File: config.mk
export PLATFORM = sky130hd
export DESIGN_NAME = register_file_flat
export DESIGN_NICKNAME = d
export VERILOG_FILES = /design/src/rtl/register_file_if.sv /design/src/rtl/register_file.sv /design/src/flat_wrapper.sv
export SDC_FILE = /design/constraint.sdc
export NUM_CORES = 2
export LEC_CHECK = 0
export CAP_MARGIN = 10
export CORE_UTILIZATION = 30
export DETAILED_ROUTE_END_ITERATION = 8
export PLACE_DENSITY = 0.41
export SKIP_CTS_REPAIR_TIMING = 1
export SLEW_MARGIN = 20
export SYNTH_ARGS = -nofsm -noshare
export SYNTH_HDL_FRONTEND = slang
export SYNTH_SLANG_ARGS = --single-unit
File: constraint.sdc
create_clock -name clk -period 2.5 [get_ports clk]
set_input_delay 0.25 -clock clk [delete_from_list [all_inputs] [get_ports clk]]
set_output_delay 0.25 -clock clk [all_outputs]
set_load 0.02 [all_outputs]
File: src/rtl/register_file_if.sv
// Register file access bundle: one write port and two read ports.
// The datapath side is the master; the register file is the slave.
interface register_file_if #(
    parameter int N    = 32,
    parameter int ADDR = 5
);
    logic            RegWrite;
    logic [ADDR-1:0] WriteRegister;
    logic [N-1:0]    WriteData;
    logic [ADDR-1:0] ReadRegister1;
    logic [ADDR-1:0] ReadRegister2;
    logic [N-1:0]    ReadData1;
    logic [N-1:0]    ReadData2;

    modport master (
        output RegWrite,
        output WriteRegister,
        output WriteData,
        output ReadRegister1,
        output ReadRegister2,
        input  ReadData1,
        input  ReadData2
    );

    modport slave (
        input  RegWrite,
        input  WriteRegister,
        input  WriteData,
        input  ReadRegister1,
        input  ReadRegister2,
        output ReadData1,
        output ReadData2
    );
endinterface

File: src/rtl/register_file.sv
// MIPS 32x32 register file: r0 hardwired to zero, $gp/$sp preset on reset.
// Two combinational read ports with write-through bypass, one write port.
module register_file #(
    parameter int          N        = 32,
    parameter int          ADDR     = 5,
    parameter logic [31:0] SP_RESET = 32'h7FFF_EFFC,
    parameter logic [31:0] GP_RESET = 32'h1000_8000
) (
    input logic            clk,
    input logic            reset,
    register_file_if.slave rf
);
    localparam int NREG = 1 << ADDR;

    logic [N-1:0] regs [1:NREG-1];
    logic         wr_en;
    logic         hit1;
    logic         hit2;
    logic [N-1:0] rd1;
    logic [N-1:0] rd2;

    assign wr_en = rf.RegWrite && (rf.WriteRegister != '0);
    assign hit1  = wr_en && (rf.WriteRegister == rf.ReadRegister1);
    assign hit2  = wr_en && (rf.WriteRegister == rf.ReadRegister2);

    always_ff @(posedge clk or negedge reset) begin
        if (!reset) begin
            for (int i = 1; i < NREG; i++) begin
                if (i == 28)
                    regs[i] <= N'(GP_RESET);
                else if (i == 29)
                    regs[i] <= N'(SP_RESET);
                else
                    regs[i] <= '0;
            end
        end else if (wr_en) begin
            regs[rf.WriteRegister] <= rf.WriteData;
        end
    end

    // Index 0 has no storage; the bypass wins over the array
    always_comb begin
        rd1 = '0;
        if (rf.ReadRegister1 != '0) begin
            if (hit1)
                rd1 = rf.WriteData;
            else
                rd1 = regs[rf.ReadRegister1];
        end
    end

    always_comb begin
        rd2 = '0;
        if (rf.ReadRegister2 != '0) begin
            if (hit2)
                rd2 = rf.WriteData;
            else
                rd2 = regs[rf.ReadRegister2];
        end
    end

    assign rf.ReadData1 = rd1;
    assign rf.ReadData2 = rd2;
endmodule
File: src/flat_wrapper.sv
// flat-port wrapper written by rule: the top's interface ports become plain ports
module register_file_flat 
#(
    parameter int          N        = 32,
    parameter int          ADDR     = 5,
    parameter logic [31:0] SP_RESET = 32'h7FFF_EFFC,
    parameter logic [31:0] GP_RESET = 32'h1000_8000
)
  (clk, reset, rf_RegWrite, rf_WriteRegister, rf_WriteData, rf_ReadRegister1, rf_ReadRegister2, rf_ReadData1, rf_ReadData2);
  register_file_if #(.N(N), .ADDR(ADDR)) rf_i ();
  input logic clk;
  input logic reset;
  input wire logic [$bits(rf_i.RegWrite)-1:0] rf_RegWrite;
  input wire logic [$bits(rf_i.WriteRegister)-1:0] rf_WriteRegister;
  input wire logic [$bits(rf_i.WriteData)-1:0] rf_WriteData;
  input wire logic [$bits(rf_i.ReadRegister1)-1:0] rf_ReadRegister1;
  input wire logic [$bits(rf_i.ReadRegister2)-1:0] rf_ReadRegister2;
  output wire logic [$bits(rf_i.ReadData1)-1:0] rf_ReadData1;
  output wire logic [$bits(rf_i.ReadData2)-1:0] rf_ReadData2;
  assign rf_i.RegWrite = rf_RegWrite;
  assign rf_i.WriteRegister = rf_WriteRegister;
  assign rf_i.WriteData = rf_WriteData;
  assign rf_i.ReadRegister1 = rf_ReadRegister1;
  assign rf_i.ReadRegister2 = rf_ReadRegister2;
  assign rf_ReadData1 = rf_i.ReadData1;
  assign rf_ReadData2 = rf_i.ReadData2;
  register_file #(.N(N), .ADDR(ADDR), .SP_RESET(SP_RESET), .GP_RESET(GP_RESET)) u_core (.clk(clk), .reset(reset), .rf(rf_i));
endmodule
======== Yosys cells after proc, flatten, opt, wreduce, memory -nomap -nowiden ========
Index checks and enable logic that the tools add are counted.
word-level totals
  flip-flop bits (word level) ............. 992
  input bits .............................. 50
  output and inout port bits .............. 64
  word-level logic and storage cells ...... 60
operators by class
  $lt $le $gt $ge ......................... 4
  equality and inequality tests ........... 2
  mux-type cells .......................... 13
  bitwise operators ....................... 3
  reductions and logical operators ........ 7
operators by type and width
  kind                                                                          number
  992-bit bitwise mux                                                           1
  32-bit binary-select mux with 5-bit select                                    2
  32-bit two-way mux                                                            9
  32-bit demux with 5-bit select                                                1
  6-bit greater-or-equal comparator, second input constant                      3
  5-bit NOT with 6-bit output                                                   3
  5-bit nonzero test                                                            3
  5-bit equality test                                                           2
  6-bit by 1-bit less-than comparator with 1-bit output, second input constant  1
  1-bit logical AND                                                             4

======== Logic depth before layout (Yosys ltp) ========
  depth after elaboration ................. 6
  gate-level depth with buffers ........... 9
  mapped depth without buffers ............ 5

======== Worst setup path after synthesis ========
No wires, ideal clock.
  path type ............................... input to output
  start ................................... input port rf_ReadRegister1[1]
  end ..................................... output port rf_ReadData1[14]
  arrival time ............................ 2121 ps
  data required time ...................... 2250 ps
  slack ................................... 129 ps
  stages .................................. 7
  buffers on the path ..................... 3
  cells stage by stage .................... buf_2 -> buf_2 -> clkbuf_1 -> mux4_2 -> mux4_2 -> a22oi_1 -> o21ai_1
on the way
  longest elaborated chain between the ends .. 6
  elaborated cells on any way between the ends .. 9
  classes of those cells .................. eq/ne (1); mux (5); bitwise (1); reduce/logical (2)
ends and longest elaborated chain
  item                                                    RTL line             text
  start, declared                                         flat_wrapper.sv:16   input wire logic [$bits(rf_i.ReadRegister1)-1:0] rf_ReadRegister1;
  5-bit NOT with 6-bit output (implied by the code)       register_file.sv:48  rd1 = regs[rf.ReadRegister1];
  32-bit binary-select mux with 5-bit select              register_file.sv:48
  32-bit two-way mux (implied by the code) (2 in series)  register_file.sv:48
  32-bit two-way mux                                      register_file.sv:45  if (hit1)
  32-bit two-way mux (*)                                  register_file.sv:44  if (rf.ReadRegister1 != '0) begin
  end, declared                                           flat_wrapper.sv:18   output wire logic [$bits(rf_i.ReadData1)-1:0] rf_ReadData1;
Every way passes the cells marked *; elsewhere a longest branch is shown, timed or not. The select of a mux whose other input is x is not followed.

======== Worst setup path in the final report ========
  start ................................... register u_core.regs[20] (netlist name)
  end ..................................... output port rf_ReadData1[20]
on the way
  longest elaborated chain between the ends .. 5
ends and longest elaborated chain
  item                                                    RTL line             text
  start, declared                                         register_file.sv:15  logic [N-1:0] regs [1:NREG-1];
  start signal, assigned by index                         register_file.sv:30  regs[i] <= N'(GP_RESET);
  start signal, assigned by index                         register_file.sv:32  regs[i] <= N'(SP_RESET);
  start signal, assigned by index                         register_file.sv:37  regs[rf.WriteRegister] <= rf.WriteData;
  32-bit binary-select mux with 5-bit select              register_file.sv:48
  32-bit two-way mux (implied by the code) (2 in series)  register_file.sv:48
  32-bit two-way mux                                      register_file.sv:45
  32-bit two-way mux                                      register_file.sv:44
No other way between the ends. The select of a mux whose other input is x is not followed.

==> impl_metrics.yaml <==
run_status:
  outcome: "complete, but fails checks"
  violations: "negative setup slack"
timing:
  fmax_mhz: 330.3
  setup_ws_ps: -527.5
  fin_crit_sh_pct: 121.1
  fin_skew_ps: 0
  setup_viol: 64
  hold_viol_final: 0
  drv_slew: 0
  timing_worst_slew_pin_value_ps: 707.2
  holdWs_ps: 32.17
  rsz0062_at_grt: "true"
  period_minus_slack_ps: 3027
  max_slew_margin_pct: 52.42
min_path:
  hold_class: "in -> async"
global_routing:
  antenna_found_initial: 6
  grt-ovfl-total: 0
  grt_pass1_wl_mm: 299.7
  grt_max_degree: 91
  groute.usage.overall_pct: 23.26
  grt_pass1_vias: 37870
floorplanning:
  coreArea_um2: 176900
  die-height_um: 424.8
  start_util_pct: 30.31
  num_io_pins: 114
  dieArea_um2: 180400
  num_rows: 154
  die_w_um: 424.8
critical_path:
  critPathRequiredTime_ps: 2250
  crit_path_max_fanout: 2
  critPathLaunchType: "flip-flop"
  path_class: "reg -> out"
  crit_arrival_ps: 2780
  end_kind: "output pin"
final_layout:
  top_register: "u_core.regs"
  stdcell_count: 6446
  largest_register_ffs: 992
  reg_top3: "u_core.regs: 992 flops"
  fin_nets: 4053
  syn2layout_area_growth_pct: 27.66
  layout-drive-gt1-share_pct: 65.38
synthesis:
  syn_nets: 3608
  netlist_instances: 3558
  ys_seq_area_share_pct: 46.37
  ys_types: 51
  postSynthAreaPerCell_um2: 15.07
  synth_area_um2: 53620
  synth_seq_cells: 992
  synth_warnings: 0
clock_tree:
  clk_pin_slew_worst_paths_ps: 50
  cts_buffer_depth: 3
  cts_buffers: 130
  h-tree-depth: 4
  cts_tree: "built"
  clock-sinks: 992
  cts-root-buf: "clkbuf_16"
  clock_latency_ps: 770
job:
  cap_violations: 0
route:
  wl_per_cell_um: 32.19
  vias: 35460
  drc: 0
  routed_wirelength_mm: 207.5
  ant_nets: 0
  viasPerCell: 5.502
  dr.first_iter.drc_count: 2302
  drt_first_pass_iters: 5
power_and_ir_drop:
  power_mw: 53.25
  power.leakage_nw: 29.16
  powerDensity_nw_per_um2: 778.0
  ir_worst_vdd_mv: 0.7146
placement:
  dp_hpwl_mm: 141.5
  port-buffer-count: 113
  gp_congestion: 0.8112
  place_inst: 6211
[worst paths after layout]
kind / start / to / slack, ps / cells past startpoint
min in group clk: rf_WriteData[5] / u_core.regs[581] / 330 / 3
max in group asynchronous: reset / u_core.regs[87] / 1450 / 4
worst min-delay path: reset / u_core.regs[134] / 30 / 2
worst max register to register: u_core.regs[588] / u_core.regs[588] / 1520 / 3
worst min register to register: u_core.regs[910] / u_core.regs[910] / 520 / 1
worst max-delay path: u_core.regs[20] / rf_ReadData1[20] / -530 / 6
[Yosys cell counts (all sizes together)]
| cell type | n | area share [%] |
|---|---|---|
| mux2 | 1064 | 22 |
| dfrtp | 962 | 45 |
| mux4 | 470 | 20 |
| buf | 206 | 2.0 |
| clkbuf | 191 | 1.3 |
| mux2i | 103 | 1.9 |
| a221oi | 89 | 1.5 |
| nor2 | 82 | 0.57 |
| nor3 | 62 | 0.59 |
| nor2b | 48 | 0.56 |
| nand2 | 39 | 0.27 |
| a22oi | 35 | 0.49 |
| o22ai | 33 | 0.39 |
| o21ai | 32 | 0.30 |
| dfstp | 30 | 1.5 |
| nand3 | 13 | 0.12 |
| nor4 | 12 | 0.14 |
| a2111oi | 10 | 0.16 |
| xor2 | 8 | 0.13 |
| nand4b | 7 | 0.11 |
| o211ai | 7 | 0.098 |
| a21oi | 6 | 0.056 |
| a311oi | 6 | 0.098 |
| nand2b | 5 | 0.058 |
| nor3b | 5 | 0.070 |
| a31oi | 4 | 0.047 |
| nand3b | 4 | 0.056 |
| o2111ai | 4 | 0.065 |
| o221ai | 4 | 0.065 |
| and3 | 3 | 0.035 |
| or2 | 2 | 0.023 |
| xnor2 | 2 | 0.033 |
| a21boi | 1 | 0.014 |
| and2 | 1 | 0.012 |
| and3b | 1 | 0.016 |
| and4 | 1 | 0.016 |
| and4b | 1 | 0.019 |
| inv | 1 | 0.0070 |
| nand4 | 1 | 0.012 |
| nor4b | 1 | 0.044 |
| o32a | 1 | 0.019 |
| or3 | 1 | 0.012 |
[kinds of logic (layout without fill, tap and decap cells)]
group           Yosys count  in the layout  synth area share (%)
mux                    1637           1637                 44.17
simple gates            289            289                 2.744
compound gates          232            232                 3.253
xor+xnor                 10             10                0.1634
buf+inv                 398            944                 3.304
flops                   992            992                 46.37
other cells               0              2                     0
[critical path, cell delays in order, from the launching register on]
cell and delay, ps:
dfrtp_1 390, buf_6 120, mux4_2 470, mux4_2 550, a22oi_2 190, o21ai_4 130
buf_6 150
[placed cells by master (no fill, tap or decap), types with 23 or more instances in the layout]
master | Yosys | final
mux2_2 | 1063 | 1058
dfrtp_1 | 962 | 962
mux4_2 | 448 | 467
buf_4 | 9 | 448
buf_12 | 3 | 152
clkbuf_16 | 0 | 136
a221oi_1 | 89 | 74
buf_6 | 11 | 56
nor2_1 | 82 | 54
mux2i_1 | 103 | 53
nor2b_1 | 48 | 40
clkdlybuf4s50_1 | 0 | 39
nor3_1 | 61 | 34
clkbuf_1 | 190 | 34
clkbuf_8 | 0 | 31
dfstp_2 | 30 | 30
mux2i_4 | 0 | 27
mux2i_2 | 0 | 23
[power by group]
group          internal, mW  leakage [nW]  switching (mW)  total [mW]
Sequential             19.3          12.6            2.26        21.5
Combinational          7.54          14.4            5.34        12.9
Clock                  11.3          2.11            7.56        18.8
[through the flow]
step | cell area, µm² | worst slack, ps | utilization (%) | setup TNS, ps
6_report | 68450 | -527.5 | 38.70 | -20490
3_5_place_dp | 62490 | -920.1 | 35.33 | -29320
4_1_cts | 66740 | -1294 | 37.73 | -47750
3_3_place_gp | 62490 | -903.4 | 35.33 | -30050
5_1_grt | 68440 | -584.4 | 38.69 | -25990
2_1_floorplan | 53620 | 129.4 | - | 0
[routing by layer]
| layer | routed length (µm) | vias to the layer above | GRT usage, % |
|---|---|---|---|
| li1 | - | 14810 | - |
| met1 | 93220 | 19730 | 31.98 |
| met2 | 102400 | 698 | 38.62 |
| met3 | 7249 | 225 | 3.101 |
| met4 | 4541 | 8 | 5.869 |
| met5 | 48 | - | 0 |
[layout make-up]
class / count / area (µm²)
Antenna cell: 2 / 5.005
Timing Repair Buffer: 710 / 7585
Tap cell: 2340 / 2928
Multi-Input combinational cell: 2168 / 28820
Clock buffer: 201 / 3958
Fill cell: 16690 / 108400
Clock inverter: 32 / 289.0
Inverter: 1 / 3.754
Sequential cell: 992 / 24860
Power figures use the tool's default switching activity.
